===== config.mk =====
export PLATFORM = sky130hd
export DESIGN_NAME = data_memory
export DESIGN_NICKNAME = d
export VERILOG_FILES = /design/src/rtl/data_memory.sv
export SDC_FILE = /design/constraint.sdc
export NUM_CORES = 2
export LEC_CHECK = 0
export ABC_CLOCK_PERIOD_IN_PS = 5160
export CORE_MARGIN = 2
export CORE_UTILIZATION = 35
export CTS_BUF_LIST = sky130_fd_sc_hd__clkbuf_2
export CTS_CLUSTER_DIAMETER = 50
export DETAILED_ROUTE_END_ITERATION = 8
export PLACE_DENSITY = 0.52
export RECOVER_POWER = 50
export SLEW_MARGIN = 25
export SYNTH_ARGS = -nofsm -noshare
export SYNTH_HDL_FRONTEND = slang
export SYNTH_SLANG_ARGS = --single-unit

===== constraint.sdc =====
create_clock -name CLK -period 5.16 [get_ports CLK]
set_clock_uncertainty 0.15 [all_clocks]
set_input_delay 0.516 -clock CLK [delete_from_list [all_inputs] [get_ports CLK]]
set_output_delay 0.516 -clock CLK [all_outputs]
set_load 0.05 [all_outputs]

===== src/rtl/data_memory.sv =====
// 256-byte big-endian data memory with a fixed-latency IDLE/BUSY/DONE handshake.
// Storage is split into four byte lanes indexed by Address[7:2]; aligned accesses map onto whole lanes.

module data_memory_lane #(
   parameter int unsigned IDX_W = 6,
   parameter int unsigned VEC_W = 8
) (
   input  logic             CLK,
   input  logic             we,
   input  logic [IDX_W-1:0] idx,
   input  logic [VEC_W-1:0] wd,
   output logic [VEC_W-1:0] rd
);
   logic [VEC_W-1:0] mem [0:(1<<IDX_W)-1];

   // Storage is deliberately not reset; contents survive Reset.
   always_ff @(posedge CLK) begin
      if (we) mem[idx] <= wd;
   end

   assign rd = mem[idx];
endmodule

module data_memory #(
   parameter int unsigned LATENCY = 2
) (
   input  logic        CLK,
   input  logic        Reset,
   input  logic        Enable,
   input  logic        RW,
   input  logic [1:0]  Size,
   input  logic [7:0]  Address,
   input  logic [31:0] DataIn,
   output logic [31:0] DataOut,
   output logic        MFC
);
   localparam int unsigned NUM_LANES = 4;
   localparam int unsigned VEC_W     = 8;
   localparam int unsigned IDX_W     = 6;
   localparam int unsigned CNT_W     = 4;

   localparam logic [1:0] SZ_BYTE = 2'b00;
   localparam logic [1:0] SZ_HALF = 2'b01;
   localparam logic [1:0] SZ_WORD = 2'b10;

   typedef enum logic [1:0] {IDLE, BUSY, DONE} state_t;

   typedef struct packed {
      logic        rw;
      logic [1:0]  size;
      logic [7:0]  addr;
      logic [31:0] data;
   } req_t;

   state_t                            state, state_nxt;
   req_t                              req;
   logic [CNT_W-1:0]                  cnt;
   logic                              access;
   logic [NUM_LANES-1:0]              lane_we;
   logic [NUM_LANES-1:0][VEC_W-1:0]   lane_wd;
   logic [NUM_LANES-1:0][VEC_W-1:0]   lane_rd;
   logic [31:0]                       rd_word;

   // The access commits on the last BUSY cycle; Reset on that edge aborts it.
   assign access = (state == BUSY) && (cnt == '0) && !Reset;

   always_ff @(posedge CLK) begin
      if (Reset) state <= IDLE;
      else       state <= state_nxt;
   end

   always_comb begin
      state_nxt = state;
      case (state)
         IDLE:    if (!Enable)     state_nxt = BUSY;
         BUSY:    if (cnt == '0)   state_nxt = DONE;
         DONE:    if (Enable)      state_nxt = IDLE;
         default:                  state_nxt = IDLE;
      endcase
   end

   always_ff @(posedge CLK) begin
      if (Reset) begin
         cnt <= '0;
         req <= '0;
      end else begin
         case (state)
            IDLE: if (!Enable) begin
               req <= '{rw: RW, size: Size, addr: Address, data: DataIn};
               cnt <= CNT_W'(LATENCY - 1);
            end
            BUSY: if (cnt != '0) cnt <= cnt - 1'b1;
            default: ;
         endcase
      end
   end

   // Lane k holds bytes whose address has [1:0] == k, so lane 0 is the MSB of a word.
   for (genvar k = 0; k < NUM_LANES; k++) begin : g_lane
      logic sel;
      always_comb begin
         sel        = 1'b0;
         lane_wd[k] = '0;
         case (req.size)
            SZ_BYTE: begin
               sel        = (req.addr[1:0] == 2'(k));
               lane_wd[k] = req.data[7:0];
            end
            SZ_HALF: begin
               sel        = (req.addr[1] == k[1]);
               lane_wd[k] = k[0] ? req.data[7:0] : req.data[15:8];
            end
            SZ_WORD: begin
               sel        = 1'b1;
               lane_wd[k] = req.data[VEC_W*(NUM_LANES-1-k) +: VEC_W];
            end
            default: ;
         endcase
      end
      assign lane_we[k] = access && req.rw && sel;

      data_memory_lane #(.IDX_W(IDX_W), .VEC_W(VEC_W)) u_lane (
         .CLK (CLK),
         .we  (lane_we[k]),
         .idx (req.addr[7:2]),
         .wd  (lane_wd[k]),
         .rd  (lane_rd[k])
      );
   end

   always_comb begin
      rd_word = '0;
      case (req.size)
         SZ_BYTE: rd_word[7:0]  = lane_rd[req.addr[1:0]];
         SZ_HALF: rd_word[15:0] = {lane_rd[{req.addr[1], 1'b0}], lane_rd[{req.addr[1], 1'b1}]};
         SZ_WORD: rd_word       = {lane_rd[0], lane_rd[1], lane_rd[2], lane_rd[3]};
         default: rd_word       = '0;
      endcase
   end

   // Reserved size clears DataOut whether read or write; normal writes leave it alone.
   always_ff @(posedge CLK) begin
      if (Reset) begin
         DataOut <= '0;
         MFC     <= 1'b0;
      end else begin
         MFC <= (state_nxt == DONE);
         if (access) begin
            if (req.size == 2'b11) DataOut <= '0;
            else if (!req.rw)      DataOut <= rd_word;
         end
      end
   end
endmodule

==> Word level (Yosys, flattened, before mapping) <==
Memories as Yosys holds them, arrays and structs flattened. A register that Yosys moved wholly into a read port is not among the register bits.
Index checks and enable logic that the tools add are counted.
{ "op_classes": {"n_addsub": 1, "n_mul": 0, "div": 0, "magnitude_cmp": 3, "n_eq_ne": 12, "n_shift": 0, "mux": 42, "bitwise_logic": 2, "reduce_logical": 20} }
{ "ops": {"columns": ["operator", "count"], "rows": [
  ["$mux W32", 2],
  ["$mux W6", 8],
  ["$mux W8", 6],
  ["$pmux W8 S2", 3],
  ["$pmux W8 S3", 2],
  ["$bmux W8 S2", 1],
  ["$mux W16", 1],
  ["$eq A2 B2 Y1 const B", 6],
  ["$pmux W1 S3", 4],
  ["$lt A2 B3 Y1 const B", 3],
  ["$mux W1", 8],
  ["$mux W4", 2],
  ["$pmux W4 S2", 1],
  ["$logic_and A1 B1 Y1", 7],
  ["$eq A2 B1 Y1 const B", 3],
  ["$logic_not A2 Y1", 3],
  ["$mux W2", 3],
  ["$pmux W2 S3", 1],
  ["$logic_not A4 Y1", 1],
  ["$ne A2 B1 Y1 const B", 2],
  ["$reduce_and A2 Y1", 2],
  ["$reduce_bool A4 Y1", 1],
  ["$reduce_or A2 Y1", 2],
  ["$sub A4 B1 Y4 const B", 1],
  ["6 further kinds", 7]
]} }
{ "word_totals": {"regBits": 82, "latchBits": 0, "ramBits": 2048, "mem_bits_ro": 0, "input_bits": 46, "output_inout_bits": 33, "elab_cells": 92, "n_memories": 4} }
{ "mem_list": {"columns": ["name", "words", "width", "read_ports", "rd_ports_with_merged_regs", "wr", "line_no", "source"], "rows": [
  ["g_lane[0].u_lane.mem", 64, 8, 1, 1, 1, "14", "logic [VEC_W-1:0] mem [0:(1<<IDX_W)-1];"],
  ["g_lane[1].u_lane.mem", 64, 8, 1, 1, 1, "14", null],
  ["g_lane[2].u_lane.mem", 64, 8, 1, 1, 1, "14", null],
  ["g_lane[3].u_lane.mem", 64, 8, 1, 1, 1, "14", null]
]} }

==> Depth between registers and ports, before layout <==
{ "depth": {"depth_word": 7, "ltp_mapped": 12, "ltp_nobuf": 9} }

==> Hierarchy <==
Synthesis repeated with hierarchy kept, for this count alone.
{ "hier_totals": {"cells_unflattened": 5119, "area_unflattened_um2": 84883.9} }
{ "by_module_without_submodules": {"columns": ["mod", "n_inst", "cells_per_inst", "area_each_um2", "seq_area_each_um2"], "rows": [
  ["data_memory_lane", 4, 1163, 20289.5, 15374.7],
  ["data_memory", 1, 467, 3726.1, 1641.6]
]} }

==> Worst setup path before layout <==
OpenSTA, ideal clock, no wires.
{ "synth_timing": {"path_kind": "register to register", "startpoint": "register req[40] in the netlist's numbering", "endpoint": "memory g_lane[1].u_lane.mem[0][0], data pin", "setup_ns": 0.499, "arrival_ns": 2.813, "required_ns": 4.511, "path_slack_ns": 1.698, "path_stages_with_launch": 7, "path_buffers": 2, "synth_period_minus_slack_ns": 3.462, "path_cell_list": "dfxtp_1 -> inv_1 -> ha_1 -> clkbuf_1 -> buf_1 -> a22oi_1 -> nor2_1"} }
{ "synth_between": {"elab_chain_len": 3, "word_cells_on_any_way": 5, "classes_between": "eq/ne (2); mux (1); reduce/logical (2)"} }
{ "synth_lines": {"columns": ["element", "line_no", "source"], "rows": [
  ["start, declared", "56", "req_t req;"],
  ["start signal, assigned", "89", "req <= '{rw: RW, size: Size, addr: Address, data: DataIn};"],
  ["$eq A2 B1 Y1 / $logic_not A2 Y1 (equally long branches)", "104", "case (req.size)"],
  ["$reduce_or A2 Y1 (no line)", null, null],
  ["$pmux W8 S2 (*)", "104", null],
  ["net g_lane[1].u_lane.wd[0]", "11", "input logic [VEC_W-1:0] wd,"],
  ["end, declared", "14", null]
]} }
Mark *: on every way through the listed nets, which the timed path passes. The rest lies on a longest branch.

==> Worst setup path in the final report <==
{ "layout_timing": {"startpoint": "register req[41] in the netlist's numbering", "endpoint": "memory g_lane[1].u_lane.mem[56][1], data pin"} }
Same word-level chain as after synthesis.

==> out/metrics.csv <==
metric,value,unit
status,finished with violations,
violations,"max-capacitance violations, max-slew violations",
peakVddDrop,0.2747,mV
cts-hold-fix-buffers,111,
cp_data_arrival_time,5.89,ns
max_cap_violations,25,
crit_fanout,45,
synth_nets,4272,
worst_setup_path_end_kind,flip-flop,
power.leakage,30.10,nW
post-cts-setup-buffers,0,
synthArstFlopShare,0,
worst_setup_path_start_kind,flip-flop,
post_cts_resized,0,
cts_sinks,2136,
tns,0,ns
die_y,492.2,µm
cts_buffers,571,
die_area,0.2423,mm²
finalHoldViolations,0,
finalMaxSlewViolations,970,
regArea,0.06328,mm²
dp_hpwl,185.8,mm
place_congestion,0.9380,
routedWlPerCell,33.33,µm
synth_area_leaders,"edfxtp_1 (74%), mux4_2 (13%), dfxtp_1 (2.1%)",
vias,47271,
drive_gt1_frac,0.3071,
path_clk_slew,0.09,ns
grt_util_all_layers,0.2311,
synth_cell_types,71,
drc_errors,0,
fin_ws,0.5335,ns
fill_cells,21741,
die_width,492.2,µm
area_delta_synth_final,13.90,%
via_per_inst,5.558,
insertion_delay,1.93,ns
yosysWarnings,0,
coreArea,0.2374,mm²
timing.critical_path.required,6.42,ns
dp_slack,0.6724,ns
grt_pass1_vias,47317,
rsz0062_at_grt,false,
grt_max_degree,84,
ys.flop_type,edfxtp_1,
synth_top_cell_by_area,edfxtp_1,
p_per_area,379.4,mW/mm²
rows,179,
max_freq,0.2161,GHz
syn_inst,4220,
cts_tree,done,
fin_crit_sh,0.8966,
io_buffers,78,
worst_slew_pin_slew,2.068,ns
synth_area_per_cell,19.77,µm²
ant_nets,0,
drt_iter0_drc,5992,
routed_wirelength,283.5,mm
min_path_type,in2reg,
yosys_register_bits,2136,
yosysTopAreaCellShare,0.7372,
ys_seq_area_frac,0.7583,
whs,0.2276,ns
cts.htree.levels,6,
final_nets,5012,
start_util,0.3514,
pin_count,79,
synth_edf_count,2048,
cts_max_path_buffers,4,
grt_pass1_wl,387.1,mm
first_pass_iters,9,
synth_area,0.08343,mm²
max_slew_margin,-0.3835,
clockRootBuffer,clkbuf_2,
multi_input_area,0.01883,mm²
antenna_found_initial,13,
layout_min_cycle_time,4.626,ns
overflow,0,
setup_viol,0,
crit_type,reg2reg,
==> state kept, by name (all words and copies together) (netlist names), named ones only <==
register / cells
MFC: 1
g_lane.u_lane.mem: 2048
req: 43
state: 2
cnt: 4
DataOut: 32
==> kinds of logic (layout without fill, tap and decap cells) <==
family          count (synthesis)  after routing  share of synthesized area
simple gates                  788            788                    0.04070
xor+xnor                        2              2                  0.0002100
buf+inv                       271           1382                    0.01960
fa+ha+maj                       6              6                  0.0008998
compound gates                407            407                    0.03361
flops                        2136           2136                     0.7583
mux                           610            610                     0.1467
other cells                     0              7                          0
==> path summary, 6_finish.rpt <==
path / slack [ns] / endpoint / depth (start not counted) / startpoint
min reg2reg: 0.32 / req[19]$_SDFFE_PP0P_ / 2 / req[19]$_SDFFE_PP0P_
max reg2reg: 0.53 / g_lane[1].u_lane.mem[56][1]$_DFFE_PP_ / 4 / req[41]$_SDFFE_PP0P_
min: 0.23 / req[1]$_SDFFE_PP0P_ / 5 / DataIn[1]
max: 0.53 / g_lane[1].u_lane.mem[56][1]$_DFFE_PP_ / 4 / req[41]$_SDFFE_PP0P_
==> area by class of cell <==
class,count,area share
timing repair buffer,426,0.04106
tap,3167,0.04170
clock inverter,135,0.009823
clock buffer,809,0.04261
sequential,2136,0.6660
antenna,7,0.0001843
inverter,12,0.0004872
multi-input combinational,1813,0.1982
==> power by group <==
group | internal (mW) | total (mW) | leakage (nW) | switching, mW
sequential | 19.5 | 19.7 | 19.5 | 0.225
clock | 4.91 | 11.9 | 3.82 | 7.01
combinational | 1.41 | 4.44 | 6.76 | 3.02
total | 25.8 | 36.1 | 30.1 | 10.3
==> cell usage after synthesis (all sizes together), types with 5 or more instances <==
cell / instances
a211oi: 12
inv: 10
a311oi: 5
or2: 7
mux4: 489
nor4: 10
nor2b: 27
a222oi: 8
and2: 8
o211ai: 5
nor3b: 8
nand2b: 15
nand4: 9
o21ai: 32
edfxtp: 2048
a2111oi: 5
and3: 7
a21oi: 101
nand3b: 7
o22ai: 49
dfxtp: 88
nor2: 349
ha: 6
a21o: 6
mux2i: 110
nand2: 255
clkbuf: 97
a22oi: 76
a22o: 5
a221oi: 15
nand3: 38
mux2: 11
a32oi: 7
buf: 162
nor3: 30
o221ai: 44
o31ai: 7
a31oi: 13
or3: 5
==> placed cells by master (no fill, tap or decap), types with 82 or more instances in the layout <==
cell type      netlist  routed
edfxtp_1          2048    2048
clkbuf_2             0     827
mux4_2             489     489
nor2_1             349     320
nand2_1            255     254
buf_4               32     164
mux2i_1            110     110
dlygate4sd3_1        0     110
a21oi_1            101     100
clkinv_1             2      93
dfxtp_1             88      82
==> stage by stage <==
stage | instance area, µm² | power (mW) | std cells | util
after floorplan | 83430 | 22.31 | 4220 | -
after global placement | 88920 | 24.35 | 7432 | 0.3746
after detailed placement | 89140 | 24.42 | 7440 | 0.3755
after CTS | 95250 | 36.27 | 8495 | 0.4012
after global routing | 95000 | 37.30 | 8499 | 0.4002
final | 95020 | 36.05 | 8505 | 0.4002
==> per-layer routing <==
layer | routed length, µm | vias to the layer above | GRT usage | part of all wire
met3 | 25400 | 586 | 0.06148 | 0.090
met2 | 130700 | 2509 | 0.3532 | 0.46
met4 | 15800 | 16 | 0.1241 | 0.056
li1 | - | 19114 | - | -
met1 | 111400 | 25046 | 0.3019 | 0.39
met5 | 97 | - | 0 | 0.00034
==> critical path: stages, from the launching register on <==
cell,delay (ns)
dfxtp_1,0.37
ha_4,0.17
clkbuf_2,0.82
nor2_1,1.56
clkbuf_2,0.95
Note: power is estimated with default switching activity, not from simulation.
